<file path="src/rtl/mem_arb_pkg.sv">
// Shared types and defaults for the two-port memory bus arbiter.
// Included by the arbiter top and its starvation counter.
package mem_arb_pkg;

  typedef enum logic [1:0] {
    OWN_NONE = 2'd0,
    OWN_CPU  = 2'd1,
    OWN_DMA  = 2'd2
  } owner_t;

  localparam int MAX_WAIT_DEFAULT = 4;

  typedef struct packed {
    logic       we;
    logic [7:0] addr;
    logic [7:0] wdata;
  } mem_req_t;

endpackage

</file>
<file path="src/rtl/mem_arb_wait_counter.sv">
// Saturating DMA starvation counter; raises force-grant once the DMA port
// has been denied MAX_WAIT consecutive cycles.
module mem_arb_wait_counter
  import mem_arb_pkg::*;
#(
  parameter int MAX_WAIT = MAX_WAIT_DEFAULT,
  localparam int CW = $clog2(MAX_WAIT + 1)
) (
  input  logic i_clk,
  input  logic i_rstN,
  input  logic i_dmaReq,
  input  logic i_dmaGnt,
  output logic o_forceGrant
);

  logic [CW-1:0] r_waitCnt;

  // A dropped request or a grant restarts the count; otherwise count up and hold at the limit.
  always_ff @(posedge i_clk or negedge i_rstN) begin
    if (!i_rstN) begin
      r_waitCnt <= '0;
    end else if (!i_dmaReq || i_dmaGnt) begin
      r_waitCnt <= '0;
    end else if (r_waitCnt != CW'(MAX_WAIT)) begin
      r_waitCnt <= r_waitCnt + CW'(1);
    end
  end

  assign o_forceGrant = (r_waitCnt == CW'(MAX_WAIT));

endmodule

</file>
<file path="src/rtl/mem_bus_arbiter.sv">
// CPU-priority arbiter sharing a single-port memory with a DMA port, with
// bounded DMA wait and registered one-cycle read return.
module mem_bus_arbiter
  import mem_arb_pkg::*;
#(
  parameter int MAX_WAIT = MAX_WAIT_DEFAULT
) (
  input  logic       clk,
  input  logic       reset,
  input  logic       cpu_req,
  input  logic       cpu_we,
  input  logic [7:0] cpu_addr,
  input  logic [7:0] cpu_wdata,
  output logic       cpu_gnt,
  output logic [7:0] cpu_rdata,
  output logic       cpu_rvalid,
  input  logic       dma_req,
  input  logic       dma_we,
  input  logic [7:0] dma_addr,
  input  logic [7:0] dma_wdata,
  output logic       dma_gnt,
  output logic [7:0] dma_rdata,
  output logic       dma_rvalid,
  output logic [7:0] mem_addr,
  output logic [7:0] mem_wdata,
  output logic       mem_we,
  input  logic [7:0] mem_rdata,
  output owner_t     owner
);

  logic     w_forceGrant;
  logic     w_cpuGnt;
  logic     w_dmaGnt;
  mem_req_t w_cpuReq;
  mem_req_t w_dmaReq;
  mem_req_t w_memReq;
  owner_t   w_nextOwner;
  owner_t   r_owner;
  logic     r_readPend;
  logic [7:0] r_cpuRdata;
  logic [7:0] r_dmaRdata;

  mem_arb_wait_counter #(.MAX_WAIT(MAX_WAIT)) u_waitCounter (
    .i_clk        (clk),
    .i_rstN       (reset),
    .i_dmaReq     (dma_req),
    .i_dmaGnt     (w_dmaGnt),
    .o_forceGrant (w_forceGrant)
  );

  // CPU wins contention unless the DMA port has waited its full budget.
  assign w_cpuGnt = reset & cpu_req & ~(dma_req & w_forceGrant);
  assign w_dmaGnt = reset & dma_req & (~cpu_req | w_forceGrant);

  assign w_cpuReq = '{we: cpu_we, addr: cpu_addr, wdata: cpu_wdata};
  assign w_dmaReq = '{we: dma_we, addr: dma_addr, wdata: dma_wdata};

  always_comb begin
    w_memReq    = '0;
    w_nextOwner = OWN_NONE;
    if (w_cpuGnt) begin
      w_memReq    = w_cpuReq;
      w_nextOwner = OWN_CPU;
    end else if (w_dmaGnt) begin
      w_memReq    = w_dmaReq;
      w_nextOwner = OWN_DMA;
    end
  end

  assign mem_addr  = w_memReq.addr;
  assign mem_wdata = w_memReq.wdata;
  assign mem_we    = w_memReq.we;

  // Read data is captured per port; owner plus the pending flag steer the rvalid pulse.
  always_ff @(posedge clk or negedge reset) begin
    if (!reset) begin
      r_owner    <= OWN_NONE;
      r_readPend <= 1'b0;
      r_cpuRdata <= '0;
      r_dmaRdata <= '0;
    end else begin
      r_owner    <= w_nextOwner;
      r_readPend <= (w_cpuGnt & ~cpu_we) | (w_dmaGnt & ~dma_we);
      if (w_cpuGnt && !cpu_we) r_cpuRdata <= mem_rdata;
      if (w_dmaGnt && !dma_we) r_dmaRdata <= mem_rdata;
    end
  end

  assign cpu_gnt    = w_cpuGnt;
  assign dma_gnt    = w_dmaGnt;
  assign cpu_rdata  = r_cpuRdata;
  assign dma_rdata  = r_dmaRdata;
  assign cpu_rvalid = r_readPend & (r_owner == OWN_CPU);
  assign dma_rvalid = r_readPend & (r_owner == OWN_DMA);
  assign owner      = r_owner;

endmodule

</file>
<file path="config.mk">
export PLATFORM = sky130hd
export DESIGN_NAME = mem_bus_arbiter
export DESIGN_NICKNAME = d
export VERILOG_FILES = /design/src/rtl/mem_arb_pkg.sv /design/src/rtl/mem_arb_wait_counter.sv /design/src/rtl/mem_bus_arbiter.sv
export SDC_FILE = /design/constraint.sdc
export NUM_CORES = 1
export LEC_CHECK = 0
export CAP_MARGIN = 20
export CORE_AREA = 2 2 61 63
export CTS_CLUSTER_SIZE = 30
export DETAILED_ROUTE_END_ITERATION = 12
export DIE_AREA = 0 0 63 65
export PLACE_DENSITY = 0.77
export SKIP_LAST_GASP = 1
export SYNTH_ARGS = -nofsm -noshare
export SYNTH_HDL_FRONTEND = slang
export SYNTH_SLANG_ARGS = --single-unit
</file>
<file path="constraint.sdc">
create_clock -name clk -period 2.64 [get_ports clk]
set_clock_uncertainty 0.1 [all_clocks]
set_input_delay 0.264 -clock clk [delete_from_list [all_inputs] [get_ports clk]]
set_output_delay 0.264 -clock clk [all_outputs]
set_load 0.01 [all_outputs]
</file>
After elaboration in Yosys (flattened, before gate mapping) --
Cells that the tools add are included.
Cells by class: multiplexer cells 6, add/sub/neg operators 1, equality and inequality tests 4, reduce and logical (&&, ||, !) cells 7, bitwise operators 15
Operators with widths (number):
- $mux 17 | 2
- $and 1x1->1 | 9
- $mux 3 | 2
- $mux 2 | 2
- $not 1->1 | 4
- $add 3x1->3 const B | 1
- $eq 3x3->1 const B | 1
- $logic_not 1->1 | 3
- $ne 3x3->1 const B | 1
- $eq 2x1->1 const B | 1
- $eq 2x2->1 const B | 1
- $logic_and 1x1->1 | 2
- $or 1x1->1 | 2
- $reduce_bool 2->1 | 1
- $logic_or 1x1->1 | 1
Storage, ports and cells: bits of input ports 46, output and inout port bits 39, register bits after elaboration 22, word-level logic and storage cells 38

Logic depth before layout (Yosys ltp) --
Gate-level depths: netlist (run 1).
depth in word-level cells 6, depth in mapped cells 6, gate-level depth less buffers 5

Hierarchy --
Synthesis (run 1) repeated with hierarchy kept, for this count alone.
Second synthesis, totals: cells, all modules 89, area, all modules 1104.8 sq um
Modules (own cells, without submodules):
- mem_bus_arbiter | cells an instance 71, sequential area each 475.5 sq um, times used 1, area an instance 922.1 sq um
- mem_arb_wait_counter | cells an instance 18, sequential area each 75.1 sq um, times used 1, area an instance 182.7 sq um

Worst setup path after synthesis (run 1) --
No wires, ideal clock.
kind reg2reg, start register u_waitCounter.r_waitCnt[0], end register r_dmaRdata[0] (netlist: dma_rdata[0]), setup slack 0.803 ns, path buffers 0, period minus slack after synthesis 1.837 ns, arrival 1.613 ns, setup time 0.125 ns, data required time 2.415 ns, cell stages (with the launch flop) 6, path through dfrtp_1 > inv_1 > ha_1 > nand2_4 > a211oi_4 > mux2_2
Between the ends: longest elaborated chain between the ends 4
Ends and longest elaborated chain:
- start: declaration | RTL line mem_arb_wait_counter.sv:16 | logic [CW-1:0] r_waitCnt;
- start signal: assignment | RTL line mem_arb_wait_counter.sv:25 | r_waitCnt <= r_waitCnt + CW'(1);
- $eq 3x3->1 | RTL line mem_arb_wait_counter.sv:29 | assign o_forceGrant = (r_waitCnt == CW'(MAX_WAIT));
- $or 1x1->1 | RTL line mem_bus_arbiter.sv:53 | assign w_dmaGnt = reset & dma_req & (~cpu_req | w_forceGrant);
- $and 1x1->1 | RTL line mem_bus_arbiter.sv:53
- $logic_and 1x1->1 | RTL line mem_bus_arbiter.sv:85 | if (w_dmaGnt && !dma_we) r_dmaRdata <= mem_rdata;
- end signal: assignment | RTL line mem_bus_arbiter.sv:85
- end: declaration | RTL line mem_bus_arbiter.sv:41 | logic [7:0] r_dmaRdata;
Every way passes these cells. A chain may end at the register's enable or synchronous reset.

Final worst setup path (run 1) --
start input port cpu_req, end output port mem_addr[0]
Between the ends: longest elaborated chain between the ends 5
Ends and longest elaborated chain:
- start: declaration | RTL line mem_bus_arbiter.sv:10 | input logic cpu_req,
- $not 1->1 | RTL line mem_bus_arbiter.sv:53
- $or 1x1->1 | RTL line mem_bus_arbiter.sv:53
- $and 1x1->1 | RTL line mem_bus_arbiter.sv:53
- $mux 17 | RTL line mem_bus_arbiter.sv:64 | end else if (w_dmaGnt) begin
- $mux 17 (*) | RTL line mem_bus_arbiter.sv:61 | if (w_cpuGnt) begin
- end: declaration | RTL line mem_bus_arbiter.sv:24 | output logic [7:0] mem_addr,
Every way passes the cells marked *; elsewhere a longest branch is shown, timed or not.

==> impl_results.md, run 1 <==
- Worst endpoint required time: 2280 ps
- CTS tree: done
- Reg2Reg Depth: 5
- CTS Buf Count: 3
- Initial drt markers: 39
- Worst-margin pin slew: 558 ps
- Hold Crit Class: in2async
- Unrepaired setup endpoints after global routing: no
- Pins Over Slew Limit: 0
- Routing usage on met2: 32.6%
- Nets: 223
- Leak Pwr: 0.000921 uW
- Final GP Congestion: 0.824
- First-pass GRT wire length: 5.78 mm
- Crit path from: cpu_req
- Worst Slack Setup Final: 99.8 ps
- Synth area leaders: dfrtp_1 50%, mux2_2 17%, a22o_1 14%, a311oi_4 2.4%, ha_1 2.3%
- First-pass iteration count of the detailed router: 4
- Power density cells: 514 nW/um2
- Cell variety after synth: 19
- PortBufs: 84
- Global routing's busiest layer: met2
- CP Capture Type: output port
- Via count: 1063
- Area leader, netlist: dfrtp_1
- P&R area growth vs syn: 94.6%
- Post-synth top area share: 50.5%
- Post-Route Utilization: 60.7%
- Status: finished, final reports clean
- CP endpoint: mem_addr[0]
- Post-place setup slack: 95.6 ps
- Global routing usage on met1: 20.8%
- VDD IR max: 0.416 mV
- Max-Cap Viols: 0
- Relative slew slack: 62.7%
- FFs w/ async S/R, synth: 100%
- DRC Markers: 0
- Primary FF master, synth: dfrtp_1
- Endpoints failing setup: 0
- Clock Root Buffer: clkbuf_4
- Die height: 65 um
- Yosys warns: 0
- Number of flops mapped to enable cells by yosys: 0
- CTS HTree Levels: 1
- Full die area: 4100 um2
- Hold WS: 299 ps
- Syn_area_per_cell: 13.3 um2
- Met3 Resource Use GR: 6.77%
- I/O Pins: 85
- Clock transition at the registers of the reported paths: 130 ps
- Fmax: 394 MHz
- Synthesized flop and latch total: 22
- RR Endpoint: dma_rdata[7]
- Die Wd: 63 um
- Top-count cell post-synth: dfrtp_1
- Post-route clock period utilization: 96.2%
- CTS max path bufs: 2
- Final Hold Fails: 0
- CP Launch Type: input pin
- WL final: 3.70 mm
- Critical Path Fanout Max: 19
- Post-Synthesis Cells: 82
- Most frequent cells after synthesis: 22 x dfrtp_1, 17 x a22o_1, 16 x mux2_2
- Vias in the first global route: 1129
- Cell Area, Synth: 1090 um2
- Post-DRT Antenna Nets: 0
- Skew-Pair Late Insertion Delay: 290 ps
- Row Count: 22
- DR WL/cell: 16.7 um
- Placeable Area: 3500 um2
- Setup tns final: 0 ps
- FF-to-FF Start: u_waitCounter.r_waitCnt[0]
- Worst setup path class: in2out
- Antenna Cells: 0
- Hpwl dp: 2.91 mm
- CP arrival: 2180 ps
- Initial Utilization: 31.2%
- Post-Syn Nets: 130
- Post-synthesis sequential area ratio: 50.5%
- Layout cells sized above 1: 20.1%
- Clock Sinks: 22
- Grt ovf: 0
- Antenna violations before repair: 0
- Vias per cell: 4.79
- Internal reg-to-reg setup slack: 680 ps
- Fin crit period: 2540 ps
- Overall Global Routing Usage: 18.0%
- Pin count of the biggest net entering global routing: 20
==> metal layers <==
| layer | wire (um) | vias to the layer above | part of all wire, % |
|---|---|---|---|
| met5 | 0 | - | 0 |
| met4 | 0 | 0 | 0 |
| met3 | 381 | 0 | 10 |
| met2 | 1890 | 55 | 51 |
| met1 | 1430 | 515 | 39 |
| li1 | - | 493 | - |
==> repair_timing <==
item | in CTS | in global routing
setup buffers | 0 | 1
cloned | 1 | 0
endpoints found under the setup margin | 17 | 17
hold buffers | 0 | 0
resized for setup | 5 | 7
==> area by class of cell <==
class	count	area [um2]
Inverter	2	7.51
Timing Repair Buffer	91	911
Clock inverter	1	30.0
Sequential cell	22	551
Multi-Input combinational cell	55	542
Tap cell	48	60.1
Clock buffer	3	22.5
Fill cell	296	1370
==> sequential cells by signal (all words and copies together), names as in the netlist <==
name / flops
cpu_rdata: 8
u_waitCounter.r_waitCnt: 3
r_readPend: 1
dma_rdata: 8
owner: 2
==> cell usage in the layout (no fill, tap or decap), types with 2 or more instances in the layout <==
cell             netlist  final
nor3b_1                2      2
buf_6                  0      2
dlymetal6s2s_1         0      4
dfrtp_1               22     22
buf_4                  0      5
nand2_1                4      4
nor2_1                 3      3
clkdlybuf4s50_1        0     80
clkbuf_4               0      3
mux2_2                16     16
a22o_1                17     17
==> worst max-delay path: stages <==
cell             delay, ps
clkdlybuf4s50_1        610
nand2_1                170
a31oi_2                160
buf_4                  250
a22o_1                 170
clkdlybuf4s50_1        550
==> through the flow <==
step                cells  power, uW  instance area [um2]
CTS                   221       1100                 2090
floorplan              82        575                 1090
global route          222       1150                 2120
global placement      216        820                 2010
detailed placement    216        836                 2010
finish                222       1090                 2120
==> worst min path at each step <==
stage	from	slack, ps	end
floorplan	reset	-130	cpu_rdata[0]
global placement	cpu_rdata[2]	390	cpu_rdata[2]
detailed placement	dma_rdata[5]	400	dma_rdata[5]
CTS	reset	300	dma_rdata[3]
global route	reset	310	dma_rdata[3]
finish	reset	300	dma_rdata[3]
==> logic make-up (layout without fill, tap and decap cells) <==
family | after synthesis | in the layout | synth area share [%]
AOI/OAI and AO/OA | 22 | 22 | 20.0
muxes | 17 | 17 | 17.4
and+or+nand+nor | 13 | 13 | 7.00
adders and majority gates | 2 | 2 | 2.29
DFF | 22 | 22 | 50.5
buffers and inverters | 5 | 97 | 2.06
xor gates and xnor gates | 1 | 1 | 0.803
==> report_power, final <==
group / leakage (uW) / internal (uW) / switching (uW) / total, uW
registers: 0.000270 / 397 / 36.4 / 433
clock network: 0.0000279 / 153 / 102 / 255
logic: 0.000624 / 261 / 143 / 404
Note: power is estimated with default switching activity, not from simulation.
==> inputs of run 2 (changes only) <==
--- a/config.mk
+++ b/config.mk
@@ -5,7 +5,7 @@
 export SDC_FILE = /design/constraint.sdc
 export NUM_CORES = 1
 export LEC_CHECK = 0
-export CAP_MARGIN = 20
+export CAP_MARGIN = 15
 export CORE_AREA = 2 2 61 63
 export CTS_CLUSTER_SIZE = 30
 export DETAILED_ROUTE_END_ITERATION = 12
==> results of run 2 <==
The final DEF is identical to that of run 1; final timing and power are the same.
